File: config.mk
export PLATFORM = sky130hd
export DESIGN_NAME = pixel_word_packer
export DESIGN_NICKNAME = d
export VERILOG_FILES = /design/src/rtl/pixel_word_packer.sv
export SDC_FILE = /design/constraint.sdc
export NUM_CORES = 1
export LEC_CHECK = 0
export CAP_MARGIN = 20
export CORE_MARGIN = 5
export CORE_UTILIZATION = 40
export CTS_CLUSTER_SIZE = 16
export DETAILED_ROUTE_END_ITERATION = 6
export SYNTH_ARGS = -nofsm -noshare
export SYNTH_HDL_FRONTEND = slang
export SYNTH_SLANG_ARGS = --single-unit
File: constraint.sdc
create_clock -name clk -period 3.2 [get_ports clk]
set_clock_uncertainty 0.05 [all_clocks]
set_input_delay 0.64 -clock clk [delete_from_list [all_inputs] [get_ports clk]]
set_output_delay 0.64 -clock clk [all_outputs]
set_load 0.02 [all_outputs]
File: src/rtl/pixel_word_packer.sv
// Packs 8-bit filtered pixels into little-endian 32-bit words and writes them
// to frame memory at consecutive word addresses, padding each row's last word.
module pixel_word_packer #(
  parameter int                IMG_WIDTH  = 320,
  parameter int                IMG_HEIGHT = 240,
  parameter int                ADDR_W     = 17,
  parameter logic [ADDR_W-1:0] BASE_ADDR  = '0
) (
  input  logic              clk,
  input  logic              reset,
  input  logic              start,
  input  logic [7:0]        pixel_in,
  input  logic              pixel_valid,
  output logic              pixel_ready,
  output logic [31:0]       wr_data,
  output logic [ADDR_W-1:0] wr_addr,
  output logic              wr_en,
  input  logic              wr_ack,
  output logic              busy,
  output logic              done
);

  typedef enum logic [1:0] {
    ST_IDLE    = 2'd0,
    ST_COLLECT = 2'd1,
    ST_WRITE   = 2'd2,
    ST_DONE    = 2'd3
  } state_t;

  localparam logic [8:0] LAST_COL = 9'(IMG_WIDTH - 1);
  localparam logic [8:0] LAST_ROW = 9'(IMG_HEIGHT - 1);

  state_t            state_q, state_d;
  logic [8:0]        col_q, col_d;
  logic [8:0]        row_q, row_d;
  logic [1:0]        byte_idx_q, byte_idx_d;
  logic [31:0]       word_q, word_d;
  logic [ADDR_W-1:0] addr_q, addr_d;
  logic              last_word_q, last_word_d;
  logic              pixel_ready_q, pixel_ready_d;
  logic              wr_en_q, wr_en_d;
  logic              busy_q, busy_d;
  logic              done_q, done_d;
  logic              row_end_s;

  // Next-state, counter and registered-output computation
  always_comb begin
    state_d       = state_q;
    col_d         = col_q;
    row_d         = row_q;
    byte_idx_d    = byte_idx_q;
    word_d        = word_q;
    addr_d        = addr_q;
    last_word_d   = last_word_q;
    pixel_ready_d = pixel_ready_q;
    wr_en_d       = wr_en_q;
    busy_d        = busy_q;
    done_d        = 1'b0;
    row_end_s     = (col_q == LAST_COL);

    case (state_q)
      ST_IDLE: begin
        if (start) begin
          state_d       = ST_COLLECT;
          addr_d        = BASE_ADDR;
          col_d         = 9'd0;
          row_d         = 9'd0;
          byte_idx_d    = 2'd0;
          word_d        = 32'd0;
          last_word_d   = 1'b0;
          pixel_ready_d = 1'b1;
          busy_d        = 1'b1;
        end else begin
          state_d = ST_IDLE;
        end
      end
      ST_COLLECT: begin
        if (pixel_valid) begin
          word_d[{byte_idx_q, 3'b000} +: 8] = pixel_in;
          if (row_end_s) begin
            col_d      = 9'd0;
            byte_idx_d = 2'd0;
            row_d      = row_q + 9'd1;
          end else begin
            col_d      = col_q + 9'd1;
            byte_idx_d = byte_idx_q + 2'd1;
          end
          // A full word or the row's final pixel flushes the word register
          if ((byte_idx_q == 2'd3) || row_end_s) begin
            state_d       = ST_WRITE;
            pixel_ready_d = 1'b0;
            wr_en_d       = 1'b1;
            last_word_d   = row_end_s && (row_q == LAST_ROW);
          end else begin
            state_d = ST_COLLECT;
          end
        end else begin
          state_d = ST_COLLECT;
        end
      end
      ST_WRITE: begin
        if (wr_ack) begin
          addr_d  = addr_q + ADDR_W'(1);
          word_d  = 32'd0;
          wr_en_d = 1'b0;
          if (last_word_q) begin
            state_d = ST_DONE;
            busy_d  = 1'b0;
            done_d  = 1'b1;
          end else begin
            state_d       = ST_COLLECT;
            pixel_ready_d = 1'b1;
          end
        end else begin
          state_d = ST_WRITE;
        end
      end
      ST_DONE: begin
        state_d = ST_IDLE;
      end
      default: begin
        state_d       = ST_IDLE;
        pixel_ready_d = 1'b0;
        wr_en_d       = 1'b0;
        busy_d        = 1'b0;
      end
    endcase
  end

  // State, counters, word register and outputs
  always_ff @(posedge clk) begin
    if (reset) begin
      state_q       <= ST_IDLE;
      col_q         <= 9'd0;
      row_q         <= 9'd0;
      byte_idx_q    <= 2'd0;
      word_q        <= 32'd0;
      addr_q        <= BASE_ADDR;
      last_word_q   <= 1'b0;
      pixel_ready_q <= 1'b0;
      wr_en_q       <= 1'b0;
      busy_q        <= 1'b0;
      done_q        <= 1'b0;
    end else begin
      state_q       <= state_d;
      col_q         <= col_d;
      row_q         <= row_d;
      byte_idx_q    <= byte_idx_d;
      word_q        <= word_d;
      addr_q        <= addr_d;
      last_word_q   <= last_word_d;
      pixel_ready_q <= pixel_ready_d;
      wr_en_q       <= wr_en_d;
      busy_q        <= busy_d;
      done_q        <= done_d;
    end
  end

  assign pixel_ready = pixel_ready_q;
  assign wr_data     = word_q;
  assign wr_addr     = addr_q;
  assign wr_en       = wr_en_q;
  assign busy        = busy_q;
  assign done        = done_q;

endmodule

==> impl_metrics.yaml, run 1 <==
route:
  ant_nets: 0
  dr_total_vias: 3064
  drc: 0
  routedWlPerCell_um: 15.6
  wl_um: 8760
  drt-initial-drc-count: 101
  first_pass_iters: 4
  vias_per_cell: 5.47
worst_setup_path:
  cp_slowest_cell: "clkdlybuf4s50_1"
  critical_path.max_fanout: 13
  worstPathCellList: "clkdlybuf4s50_1 -> and3b_1 -> nor2_1 -> buf_4 -> or4_1 -> a21oi_1"
  end_kind: "register"
  criticalPathCategory: "in -> reg"
  start_kind: "input pin"
  worstPathRequired_ns: 3.42
  critical_path_arrival_ns: 2.62
  slowest_delay_ns: 0.60
clock_tree:
  postCtsSetupRepairBufs: 0
  clockRootBuffer: "clkbuf_8"
  worstSkewPairLatency_ns: 0.34
  clkSinkCount: 76
  cts_tree: "built"
  hold_buffers: 0
  clk_pin_slew_ns: 0.07
  cts_buffers: 9
  clockBufferDepth: 2
  h-tree-depth: 3
  cts_resized: 0
sta:
  fmax_ghz: 0.417
  slew_violations: 0
  timing.final.ws_setup_ns: 0.799
  setup_violations: 0
  fin_setup_tns_ns: 0
  min_period_ns: 2.40
  period_share: 0.750
  timing_worst_slew_pin_value_ns: 0.922
  rsz0062_at_grt: "false"
  relSlewSlack: 0.383
  timing_hold_violations_final: 0
synth:
  synth_area_leaders: "dfxtp_1 43%, a21oi_1 5.7%, xnor2_1 4.2%, nand3_1 4.0%, o211ai_1 3.4%"
  yosys_warnings: 0
  synth_top_area_share: 0.430
  ys_seq_area_frac: 0.430
  synth.most_common_cell: "dfxtp_1"
  synth.distinct_cells: 49
  synth_edf_count: 0
  syn_area_per_cell_um2: 9.05
  synth_cells: 391
  synth_top_area_cell: "dfxtp_1"
  async_reset_ff_frac: 0
  synth_nets: 411
  synth.cell_area_um2: 3540
  ys_seq_elements: 76
  synth_ff_type: "dfxtp_1"
  synthTopCellsByCount: "76 x dfxtp_1, 40 x a21oi_1, 28 x nand3_1, 28 x nor2_1, 17 x xnor2_1"
floorplan:
  die_w_um: 104
  coreArea_um2: 8680
  rows: 34
  start_util: 0.408
  die_y_um: 104
  die_area_um2: 10800
  io_pins: 66
layout:
  nets: 469
  utilization: 0.514
  area_growth_pct: 26.1
  drive_gt1_frac: 0.0664
  antenna_cells: 0
  stdcell_area_um2: 4460
grt:
  antenna_found_initial: 0
  grt_pass1_wl_um: 14800
  grt_max_degree: 22
  grt_pass1_vias: 2905
  grtUsageTotal: 0.162
  grt-ovfl-total: 0
power:
  p_leak_uw: 0.00150
  power.density_nw_per_um2: 440
  ir_worst_vdd_mv: 0.324
outcome:
  outcome: "completed"
place:
  detailed_place_hpwl_um: 6340
  gp_congestion: 0.772
  portBuffers: 65
  place_area_um2: 4260
  dp_slack_ns: 0.438
min_path:
  min_path_type: "reg -> reg"
flow_run:
  drv_cap: 0
area by class of cell:
type	instances	area, um^2
clock buffer	10	128
sequential	76	1520
clock inverter	4	76.3
multi-input combinational	285	1890
inverter	7	26.3
fill	826	4220
timing repair buffer	70	688
tap	108	135
cells by family (layout without fill, tap and decap cells):
logic type / count (synthesis) / in the layout / share of synthesized area
simple gates: 154 / 154 / 0.259
compound gates: 95 / 95 / 0.174
flops: 76 / 76 / 0.430
buf+inv: 30 / 91 / 0.0368
xor+xnor: 18 / 18 / 0.0445
mux: 11 / 11 / 0.0311
fa+ha+maj: 7 / 7 / 0.0247
worst max-delay path: cells and delay by family:
kind	cells	cell delay, ns
simple gates	3	1.02
buf+inv	2	0.81
compound gates	1	0.14
through the flow:
stage | power (uW) | hold slack (ns) | instances
after detailed placement | 1200 | 0.409 | 546
after global placement | 1200 | 0.407 | 546
after CTS | 1990 | 0.419 | 560
after floorplan | 1130 | 0.402 | 391
after global routing | 2050 | 0.448 | 560
final | 1960 | 0.415 | 560
placed cells by master (no fill, tap or decap), types with 4 or more instances in the layout:
cell type,instances
or3_1,7
clkbuf_8,9
mux2i_1,11
nand3b_1,10
nor3b_1,4
nand2b_1,11
or4_1,5
nor2_1,28
nor4_1,9
nor3_1,5
a22o_1,8
nand4_1,6
and4_1,6
nand2_1,13
o211ai_1,16
nand3_1,28
ha_1,7
buf_4,5
a21oi_1,40
dfxtp_1,76
o21ai_0,6
a21o_1,5
xnor2_1,17
clkdlybuf4s50_1,65
and3_1,5
inv_1,7
o31ai_1,5
sequential cells by signal (all words and copies together) (netlist names):
register,cells
busy,1
byte_idx_q,2
col_q,9
done,1
last_word_q,1
pixel_ready,1
row_q,9
state_q,2
wr_addr,17
wr_data,32
wr_en,1
final timing paths:
check | startpoint | end | slack (ns) | depth (start not counted)
worst min-delay path | wr_data[10] | wr_data[10] | 0.42 | 2
worst max-delay path | pixel_valid | row_q[8] | 0.80 | 6
worst min register to register | wr_data[10] | wr_data[10] | 0.42 | 2
worst max register to register | state_q[0] | row_q[8] | 0.92 | 5
metal layers:
| layer | wire (um) | track usage | part of all wire | vias to the layer above |
|---|---|---|---|---|
| met4 | 148 | 0.0463 | 0.017 | 0 |
| met1 | 4340 | 0.228 | 0.50 | 1420 |
| met2 | 3840 | 0.240 | 0.44 | 69 |
| met3 | 426 | 0.0484 | 0.049 | 13 |
| li1 | - | - | - | 1562 |
| met5 | 0 | 0 | 0 | - |
power breakdown:
part / internal [uW] / switching (uW) / leakage, uW / total [uW]
combinational: 75.9 / 125 / 0.000783 / 201
clock: 433 / 347 / 0.0000984 / 780
sequential: 960 / 22.0 / 0.000614 / 982
total: 1470 / 494 / 0.00150 / 1960
No activity file was read; power rests on OpenSTA's default activity.
==> run 2: changes to the inputs <==
- PLACE_DENSITY: default -> 0.66
- clock period: 3.2 -> 1.9 ns (I/O delays scaled with it)
==> run 2 against run 1 <==
Effect of this change:
- die area stayed put
- design area is 6.7% higher
- routed wire length is 5.5% higher
- combinational power is 120% higher
- sequential share of layout area is 2.1 points lower
- count of clock-buffer cells in the layout is 1 higher
- critical path depth is 4 lower
- critical endpoint is now wr_addr[8]
==> impl_metrics.yaml, run 2 (synthesis results as in run 1) <==
outcome:
  outcome: "completed"
sta:
  rsz0062_at_grt: "false"
  fmax_ghz: 0.552
  relSlewSlack: 0.733
  period_share: 0.954
  setup_violations: 0
  slew_violations: 0
  timing_worst_slew_pin_value_ns: 0.399
  min_period_ns: 1.81
  timing_hold_violations_final: 0
place:
  portBuffers: 65
  place_area_um2: 4580
  detailed_place_hpwl_um: 6860
  gp_congestion: 0.819
power:
  p_int_uw: 2350
  clockPowerShare: 0.347
  power.density_nw_per_um2: 669
  ir_worst_vdd_mv: 0.350
  p_leak_uw: 0.00175
  swShare: 0.263
  p_sw_uw: 838
  combPwrFrac: 0.139
  seq_power_share: 0.515
layout:
  utilization: 0.549
  n_fill_cell: 826
  nets: 505
  layout_commonest_cell: "dfxtp_1"
  antenna_cells: 0
  multiInputGateArea_um2: 1890
  stdcell_area_um2: 4760
  area_growth_pct: 34.6
  drive_gt1_frac: 0.143
  seqCellArea_um2: 1520
  largest_reg_flops: 32
  layout_common_cells: "74 x dfxtp_1, 60 x clkdlybuf4s50_1, 40 x a21oi_1"
grt:
  grt_max_degree: 33
  antenna_found_initial: 0
  grtUsageTotal: 0.167
  grt_pass1_vias: 3177
  grt_pass1_wl_um: 15400
  grt-ovfl-total: 0
worst_setup_path:
  critical_path_arrival_ns: 1.38
  start_kind: "register"
  cp_slowest_cell: "clkdlybuf4s50_1"
  end_kind: "primary output"
  critical_path.max_fanout: 4
  worstPathCellList: "buf_4 -> clkdlybuf4s50_1"
  slowest_delay_ns: 0.60
  criticalPathCategory: "reg -> out"
  worstPathRequired_ns: 1.47
route:
  dr_total_vias: 3271
  vias_per_cell: 5.48
  drc: 0
  routedWlPerCell_um: 15.5
  first_pass_iters: 4
  drt-initial-drc-count: 160
  wl_um: 9240
  ant_nets: 0
clock_tree:
  clkSinkCount: 76
  clk_pin_slew_ns: 0.08
  cts_tree: "built"
  clockBufferDepth: 2
  worstSkewPairLatency_ns: 0.33
  h-tree-depth: 3
  cts_buffers: 9
  clockRootBuffer: "clkbuf_8"
floorplan:
  die_w_um: 104
  die_y_um: 104
  rows: 34
  start_util: 0.408
  coreArea_um2: 8680
  die_area_um2: 10800
  io_pins: 66
flow_run:
  drv_cap: 0
min_path:
  min_path_type: "reg -> reg"
-- run 2: cell types whose count changed in the layout (fill, tap and decap cells not counted), moves of 2 or more --
| cell | before | now |
|---|---|---|
| buf_4 | 5 | 37 |
| clkdlybuf4s50_1 | 65 | 60 |
| buf_12 | 0 | 4 |
| dlymetal6s2s_1 | 0 | 3 |
| bufinv_16 | 2 | 0 |
| clkbuf_8 | 9 | 11 |
| clkinv_2 | 0 | 2 |
| dfxtp_1 | 76 | 74 |
| dfxtp_2 | 0 | 2 |
| dlygate4sd2_1 | 0 | 2 |
-- run 2: stage by stage --
| step | TNS (ns) | hold WS, ns | cells | worst slack, ns | power (uW) |
|---|---|---|---|---|---|
| after detailed placement | -3.82 | 0.407 | 582 | -0.266 | 2120 |
| final | 0 | 0.416 | 597 | 0.0875 | 3190 |
| after global placement | -2.98 | 0.401 | 582 | -0.211 | 2110 |
| after global routing | 0 | 0.439 | 597 | 0.0185 | 3340 |
| after CTS | 0 | 0.420 | 597 | 0.0232 | 3220 |
| after floorplan | 0 | 0.402 | 391 | 0.0576 | 1910 |
-- run 2: layout make-up --
class	count	area share
Clock buffer	11	0.0318
Clock inverter	4	0.00525
Inverter	7	0.00552
Multi-Input combinational cell	285	0.396
Sequential cell	76	0.320
Tap cell	108	0.0284
Timing Repair Buffer	106	0.213
-- run 2: path summary, 6_finish.rpt --
kind	startpoint	slack, ns	depth (start not counted)	end
worst max-delay path	wr_addr[8]	0.09	2	wr_addr[8]
worst min-delay path	wr_data[9]	0.42	2	wr_data[9]
worst max register to register	wr_addr[1]	0.12	5	wr_addr[16]
worst min register to register	wr_data[9]	0.42	2	wr_data[9]
-- run 2: power by group through the flow --
stage	clock, uW	sequential, uW	combinational [uW]
3_3_place_gp	0	1680	433
2_1_floorplan	0	1690	222
5_1_grt	1220	1640	476
3_5_place_dp	0	1680	440
6_report	1110	1640	442
4_1_cts	1140	1640	442
-- run 2: worst max-delay path: cells and delay by family, from the launching register on --
kind / cells / cell delay [ns]
buffers and inverters: 2 / 0.73
DFF: 1 / 0.33
-- run 2: routing by layer --
metal | track usage | part of all wire | vias up
li1 | - | - | 1634
met1 | 0.219 | 0.48 | 1549
met2 | 0.270 | 0.46 | 77
met3 | 0.0286 | 0.041 | 11
met4 | 0.0722 | 0.019 | 0
met5 | 0 | 0 | -
-- run 2: timing repair --
action / 4_1_cts / 5_1_grt
pin swaps: 0 / 0
resized for setup: 2 / 5
setup endpoints to repair: 2 / 6
setup buffers: 0 / 0
hold buffers: 0 / 0
